===== src/rtl/scan_pkg.sv =====
// rtl/scan_pkg.sv - shared types and helpers for the multi-chain scan wrapper
package scan_pkg;

  typedef enum logic [2:0] {
    ST_IDLE,
    ST_LOAD,
    ST_CAPT,
    ST_UNLD,
    ST_DONE
  } seq_state_e;

  // Widest signature the compactor helper handles; SIG_W must not exceed this.
  localparam int SIG_MAX = 64;

  function automatic int clog2(input int value);
    int res;
    res = 0;
    for (int v = value - 1; v > 0; v = v >> 1) begin
      res = res + 1;
    end
    return res;
  endfunction

  // One compactor step on the low `width` bits: rotate left by one, then XOR in din.
  function automatic logic [SIG_MAX-1:0] sig_step(input logic [SIG_MAX-1:0] sig,
                                                  input logic [SIG_MAX-1:0] din,
                                                  input int width);
    logic [SIG_MAX-1:0] rot;
    rot = '0;
    for (int i = 0; i < SIG_MAX; i++) begin
      if (i == 0) begin
        rot[i] = sig[width-1];
      end else if (i < width) begin
        rot[i] = sig[i-1];
      end
    end
    return rot ^ din;
  endfunction

endpackage


===== src/rtl/scan_seq_fsm.sv =====
// rtl/scan_seq_fsm.sv - load/capture/unload sequencer with shift counter
module scan_seq_fsm
  import scan_pkg::*;
#(
  parameter int CHAIN_LEN = 8
) (
  input  logic clk_i,
  input  logic reset_i,
  input  logic test_mode_i,
  input  logic start_i,
  output logic busy_o,
  output logic done_o,
  output logic shift_en_o,
  output logic capt_en_o,
  output logic sig_clr_o,
  output logic sig_upd_o
);

  localparam int CNT_W = clog2(CHAIN_LEN);
  localparam logic [CNT_W-1:0] CNT_LAST = CNT_W'(CHAIN_LEN - 1);

  seq_state_e       state_q, state_d;
  logic [CNT_W-1:0] cnt_q, cnt_d;

  // State and shift counter registers.
  always_ff @(posedge clk_i) begin
    if (reset_i) begin
      state_q <= ST_IDLE;
      cnt_q   <= '0;
    end else begin
      state_q <= state_d;
      cnt_q   <= cnt_d;
    end
  end

  // Next state, counter and per-cycle controls; dropping test_mode aborts any busy state.
  always_comb begin
    state_d    = state_q;
    cnt_d      = cnt_q;
    shift_en_o = 1'b0;
    capt_en_o  = 1'b0;
    sig_clr_o  = 1'b0;
    sig_upd_o  = 1'b0;
    done_o     = 1'b0;
    unique case (state_q)
      ST_IDLE: begin
        cnt_d = '0;
        if (start_i && test_mode_i) begin
          state_d   = ST_LOAD;
          sig_clr_o = 1'b1;
        end
      end
      ST_LOAD: begin
        shift_en_o = 1'b1;
        if (cnt_q == CNT_LAST) begin
          state_d = ST_CAPT;
          cnt_d   = '0;
        end else begin
          cnt_d = cnt_q + CNT_W'(1);
        end
      end
      ST_CAPT: begin
        capt_en_o = 1'b1;
        state_d   = ST_UNLD;
        cnt_d     = '0;
      end
      ST_UNLD: begin
        shift_en_o = 1'b1;
        sig_upd_o  = 1'b1;
        if (cnt_q == CNT_LAST) begin
          state_d = ST_DONE;
          cnt_d   = '0;
        end else begin
          cnt_d = cnt_q + CNT_W'(1);
        end
      end
      ST_DONE: begin
        done_o  = 1'b1;
        state_d = ST_IDLE;
        cnt_d   = '0;
      end
      default: begin
        state_d = ST_IDLE;
        cnt_d   = '0;
      end
    endcase
    if (state_q != ST_IDLE && !test_mode_i) begin
      state_d    = ST_IDLE;
      cnt_d      = '0;
      shift_en_o = 1'b0;
      capt_en_o  = 1'b0;
      sig_upd_o  = 1'b0;
    end
  end

  assign busy_o = (state_q != ST_IDLE);

endmodule


===== src/rtl/scan_wrapper_mc.sv =====
// rtl/scan_wrapper_mc.sv - multi-chain scan wrapper around a registered accumulator
module scan_wrapper_mc
  import scan_pkg::*;
#(
  parameter int N_CHAINS  = 2,
  parameter int CHAIN_LEN = 8,
  parameter int DATA_W    = N_CHAINS * CHAIN_LEN,
  parameter int SIG_W     = 16
) (
  input  logic                refclk,
  input  logic                reset,
  input  logic                test_mode,
  input  logic                se,
  input  logic [N_CHAINS-1:0] si,
  output logic [N_CHAINS-1:0] so,
  input  logic [DATA_W-1:0]   data_in,
  output logic [DATA_W-1:0]   data_out,
  input  logic                start,
  output logic                busy,
  output logic                done,
  output logic [SIG_W-1:0]    signature
);

  logic [DATA_W-1:0]  q_q, q_d, q_shift;
  logic [SIG_W-1:0]   sig_q, sig_d;
  logic [SIG_MAX-1:0] sig_next;
  logic               seq_shift, seq_capt, sig_clr, sig_upd;
  logic               do_shift, do_capt;

  scan_seq_fsm #(
    .CHAIN_LEN (CHAIN_LEN)
  ) u_seq (
    .clk_i       (refclk),
    .reset_i     (reset),
    .test_mode_i (test_mode),
    .start_i     (start),
    .busy_o      (busy),
    .done_o      (done),
    .shift_en_o  (seq_shift),
    .capt_en_o   (seq_capt),
    .sig_clr_o   (sig_clr),
    .sig_upd_o   (sig_upd)
  );

  // Per-chain shift toward bit 0; so taps the LSB flop of each chain.
  always_comb begin
    q_shift = '0;
    so      = '0;
    for (int c = 0; c < N_CHAINS; c++) begin
      q_shift[c*CHAIN_LEN +: CHAIN_LEN] = {si[c], q_q[c*CHAIN_LEN+1 +: CHAIN_LEN-1]};
      so[c] = q_q[c*CHAIN_LEN];
    end
  end

  // Mode select: a busy sequencer owns shift/capture; otherwise test_mode/se decide.
  always_comb begin
    do_shift = busy ? seq_shift : (test_mode && se);
    do_capt  = busy ? seq_capt  : (!test_mode || !se);
    q_d      = q_q;
    if (do_shift) begin
      q_d = q_shift;
    end else if (do_capt) begin
      q_d = q_q + data_in;
    end
  end

  // Signature compacts the pre-shift scan-out during unload only.
  always_comb begin
    sig_next = sig_step(SIG_MAX'(sig_q), SIG_MAX'(so), SIG_W);
    sig_d    = sig_q;
    if (sig_clr) begin
      sig_d = '0;
    end else if (sig_upd) begin
      sig_d = sig_next[SIG_W-1:0];
    end
  end

  // Core register and signature register.
  always_ff @(posedge refclk) begin
    if (reset) begin
      q_q   <= '0;
      sig_q <= '0;
    end else begin
      q_q   <= q_d;
      sig_q <= sig_d;
    end
  end

  assign data_out  = q_q;
  assign signature = sig_q;

endmodule

===== config.mk =====
export PLATFORM = sky130hd
export DESIGN_NAME = scan_wrapper_mc
export DESIGN_NICKNAME = d
export VERILOG_FILES = /design/src/rtl/scan_pkg.sv /design/src/rtl/scan_seq_fsm.sv /design/src/rtl/scan_wrapper_mc.sv
export SDC_FILE = /design/constraint.sdc
export NUM_CORES = 1
export LEC_CHECK = 0
export ABC_AREA = 1
export CORE_AREA = 4 4 117 91
export DETAILED_ROUTE_END_ITERATION = 7
export DIE_AREA = 0 0 121 95
export PLACE_DENSITY = 0.6
export SYNTH_ARGS = -nofsm -noshare
export SYNTH_HDL_FRONTEND = slang
export SYNTH_SLANG_ARGS = --single-unit

===== constraint.sdc =====
create_clock -name refclk -period 1.8 [get_ports refclk]
set_clock_uncertainty 0.1 [all_clocks]
set_input_delay 0.36 -clock refclk [delete_from_list [all_inputs] [get_ports refclk]]
set_output_delay 0.36 -clock refclk [all_outputs]
set_load 0.01 [all_outputs]

After elaboration in Yosys (flattened, before gate mapping). Index checks and enable logic that the tools add are counted.

Register bits: 38. Output and inout port bits: 36. Input bits: 23.

Bitwise operators: 2. Equality and inequality tests: 8. Add/subtract/negate cells: 2. Muxes and demuxes: 17. Reductions and logical operators: 14.

Operators by type and width (number): 16-bit 2-to-1 mux (2); 16-bit adder (1); 16-bit by 2-bit bitwise XOR with 16-bit output (1); 3-bit case mux with 4 select lines (1); 1-bit 2-to-1 mux (11); 3-bit 2-to-1 mux (3); 3-bit by 2-bit equality test with 1-bit output (second input constant) (2); 3-bit equality test (second input constant) (2); 2-bit by 1-bit != test with 1-bit output (second input constant) (3); 2-bit OR reduction (3); 4-bit OR reduction (1); 3-bit by 1-bit adder with 3-bit output (second input constant) (1); 3-bit by 1-bit equality test with 1-bit output (second input constant) (1); 1-bit logical AND (3); 3-bit logical NOT (1); 3-bit AND reduction (1); 3-bit nonzero test (1); 1-bit logical NOT (2); 2-bit nonzero test (1); 1-bit logical OR (1); 1-bit NOT (1).

Longest topological paths before layout. Gate-level depths: netlist of the first run.

Depth after elaboration: 6. Depth in mapped cells: 13. Gate-level depth less buffers: 12.

Modules after synthesis. From an unflattened synthesis of the first run, not the netlist that was laid out.

Cell total of the unflattened synthesis: 417. Area total of the unflattened synthesis: 2771.4 µm².

Modules (own cells, without submodules): scan_wrapper_mc (sequential area each 640.6 µm², area an instance 2443.6 µm², instances 1, cells an instance 371); scan_seq_fsm (sequential area each 120.1 µm², area an instance 327.8 µm², instances 1, cells an instance 46).

Worst setup path before layout of the first run. Ideal clock, no wire load.

Path kind: register -> register. From: reg q_q[0], in the netlist data_out[0]. To: reg q_q[6], in the netlist data_out[6]. Setup time: 0.130 ns. Arrival time: 1.586 ns. Slack: -0.016 ns. Cell stages (with the launch flop): 10. Period minus slack after synthesis: 1.816 ns. Path through: dfxtp_1 -> ha_1 -> fa_1 -> nand3_1 -> nand2_1 -> nand3_1 -> nand2_1 -> xor2_1 -> a21oi_2 -> nor2_1.

Longest elaborated chain between the ends: 3.

RTL lines: from (decl) (line scan_wrapper_mc.sv:24) `logic [DATA_W-1:0] q_q, q_d, q_shift;`; from (signal assigned) (line scan_wrapper_mc.sv:84) `q_q <= q_d;`; 16-bit adder (line scan_wrapper_mc.sv:63) `q_d = q_q + data_in;`; 16-bit 2-to-1 mux (line scan_wrapper_mc.sv:62) `end else if (do_capt) begin`; 16-bit 2-to-1 mux (line scan_wrapper_mc.sv:60) `if (do_shift) begin`.

Every way passes these cells. The select of a mux whose other input is x is not followed. A chain may end at the register's enable or synchronous reset.

Final worst setup path of the first run.
From: reg q_q[8], in the netlist data_out[8]. To: out so[1].

RTL lines: to (decl) (line scan_wrapper_mc.sv:15) `output logic [N_CHAINS-1:0] so,`.

No word-level cell between the ends.

==> run_results.csv, run 1 <==
group,metric,value,unit
drt,drc,0,
die,pin_count,59,
global_route,grt_start_max_net_pins,17,
timing,hold_violations,0,
die,die-width,121,um
timing,rsz0062_at_grt,"yes",
timing,max_freq,568,MHz
global_route,gr-total-overflow,0,
pwr,irDropWorstVdd,0.561,mV
setup_path,path_cells,"buf_4 -> clkdlybuf4s50_1",
logic_synthesis,yosysTopAreaCellShare,29.4,%
finish,diodes,0,
pwr,p_total,4.42,mW
cts,numClockSinks,38,
setup_path,cpMaxStageDelayCell,"clkdlybuf4s50_1",
logic_synthesis,syn_area,0.00259,mm2
cts,cts_max_path_buffers,2,
pwr,p_leak,1.79,nW
finish,layout.cells.most_common,"nand2_1",
timing,slew_headroom,75.4,%
setup_path,cp-end-kind,"primary output",
setup_path,crit_arrival,1.30,ns
cts,cts_hold_buf,0,
status,outcome,"completed",
drt,num_vias,2596,
drt,drt-pass1-iter-count,4,
setup_path,cp-start-kind,"flop",
cts,htree_levels,2,
setup_path,crit_type,"flop to primary output",
place,gp_congestion,0.895,
timing,setup_viol,0,
logic_synthesis,yosys.cell_types.count,39,
setup_path,required,1.34,ns
timing,period_share,97.8,%
cts,root_buffer,"clkbuf_16",
logic_synthesis,syn_avg_cell_area,6.81,um2
finish,final_area,0.00399,mm2
drt,wire_per_inst,13.1,um
timing,tightestPinTransition,0.366,ns
drt,ant_nets,0,
place,portBuffers,58,
global_route,met3_usage,2.81,%
finish,area_growth,54.4,%
global_route,grtUsageTotal,13.3,%
logic_synthesis,synth.area.top_cells,"dfxtp_1 (29%), nand2_1 (18%), ha_1 (8.2%)",
logic_synthesis,synth_cells,380,
logic_synthesis,synth_seq_area_share,29.4,%
cts,cts_inserted_buffers,5,
cts,clk_latency,0.28,ns
global_route,grt_pass1_wl,12200,um
finish,layout-drive-gt1-share,28.0,%
global_route,antenna_found_initial,0,
drt,totalWireLength,7800,um
die,die_h,95,um
logic_synthesis,synth_top_area_cell,"dfxtp_1",
place,dpl_cell_area,0.00347,mm2
setup_path,crit_fanout,4,
timing,slew_viol_final,0,
finish,final_cell_mix,"nand2_1 (115), buf_4 (40), inv_1 (38), clkdlybuf4s50_1 (37), a21oi_1 (29)",
die,initial_utilization,27.2,%
global_route,grt_util_met2,20.3,%
global_route,grt_pass1_vias,2504,
logic_synthesis,synth_nets,421,
pwr,power.density,1110,mW/mm2
drt,vias_per_cell,4.36,
logic_synthesis,synth_warnings,0,
global_route,use_met1,19.1,%
global_route,grt-busiest-layer,"met2",
place,dp_hpwl,5730,um
die,rows,31,
hold_path,hold_class,"flop to flop",
drt,drtIter0Drc,108,
cts,cts_tree,"yes",
logic_synthesis,synth-seq-cells,38,
die,die_area,0.0115,mm2
finish,fin_nets,504,
timing,fin_crit,1.76,ns
setup_path,max_stage_delay,0.53,ns
job,max-cap-violations,0,
cts,clk_pin_slew_worst_paths,0.06,ns
die,core,0.00950,mm2
[cell families (layout without fill, tap and decap cells)]
family / Yosys count / after routing / synth area share, %
AOI/OAI and AO/OA: 62 / 62 / 14.0
xor gates and xnor gates: 8 / 8 / 2.71
adders and majority gates: 18 / 18 / 8.99
buffers and inverters: 69 / 153 / 13.7
DFF: 38 / 38 / 29.4
and+or+nand+nor: 185 / 185 / 31.1
[Yosys cell counts, drive strengths merged]
library cell and number:
a311oi 1, ha 17, or3 1, nand3b 4, o21bai 1, nor4 1
o21a 1, nand2 134, xor2 6, inv 45, a21oi 42, nand4 1
o21ai 9, fa 1, o31ai 1, dfxtp 38, a31oi 5, and2 3
nor2 25, or2 1, clkbuf 4, nand3 13, buf 20, xnor2 2
nor3 2, o22ai 2
[routing by layer]
| layer | up-vias | share of wire (%) |
|---|---|---|
| met5 | - | 0 |
| met2 | 44 | 44 |
| met1 | 1184 | 51 |
| li1 | 1361 | - |
| met4 | 0 | 0.92 |
| met3 | 7 | 4.4 |
[final cells by class]
cell class	count	area [um2]
sequential	38	774
inverter	45	174
clock buffer	5	125
multi-input combinational	273	1750
clock inverter	3	68.8
tap	132	165
fill	970	5510
timing repair buffer	100	941
[critical path, delay by kind of cell, from the launching register on]
| family | cells | cell delay [ns] |
|---|---|---|
| DFF | 1 | 0.35 |
| buffers and inverters | 2 | 0.67 |
[what timing repair did]
item                       in CTS  in global routing
pin swaps                       6                 15
gates resized for setup        33                 48
setup buffers                   1                  2
setup endpoints to repair      16                 21
[flip-flops by register name, indices dropped and copies added, names as in the netlist]
register / count
data_out: 16
signature: 16
u_seq.cnt_q: 3
u_seq.state_q: 3
[worst paths after layout]
check	start	end	slack, ns	cells past startpoint
worst max-delay path	data_out[8]	so[1]	0.04	2
worst min-delay path	u_seq.cnt_q[0]	u_seq.cnt_q[0]	0.32	1
worst max register to register	data_out[0]	data_out[12]	0.10	11
worst min register to register	u_seq.cnt_q[0]	u_seq.cnt_q[0]	0.32	1
[report_power, final]
part	internal, mW	switching [mW]	total, mW
clock network	0.797	0.375	1.17
logic	1.08	1.08	2.16
registers	0.963	0.129	1.09
total	2.84	1.58	4.42
[per-stage QoR]
stage	worst slack, ns	setup TNS (ns)	std cells	hold slack [ns]	utilization, %
after floorplan	0.00708	0	380	0.299	-
after global placement	-0.490	-8.68	585	0.308	36.5
after detailed placement	-0.567	-9.06	585	0.313	36.5
after CTS	-0.0633	-0.101	594	0.322	40.2
after global routing	-0.0249	-0.0289	596	0.335	42.0
final	0.0397	0	596	0.324	42.0
Power figures use the tool's default switching activity.
==> inputs of run 2 (changes only) <==
Settings changed: SLEW_MARGIN from default to 15.
==> results of run 2 <==
Same layout as run 1: the final DEF is identical, and so are final timing and power.
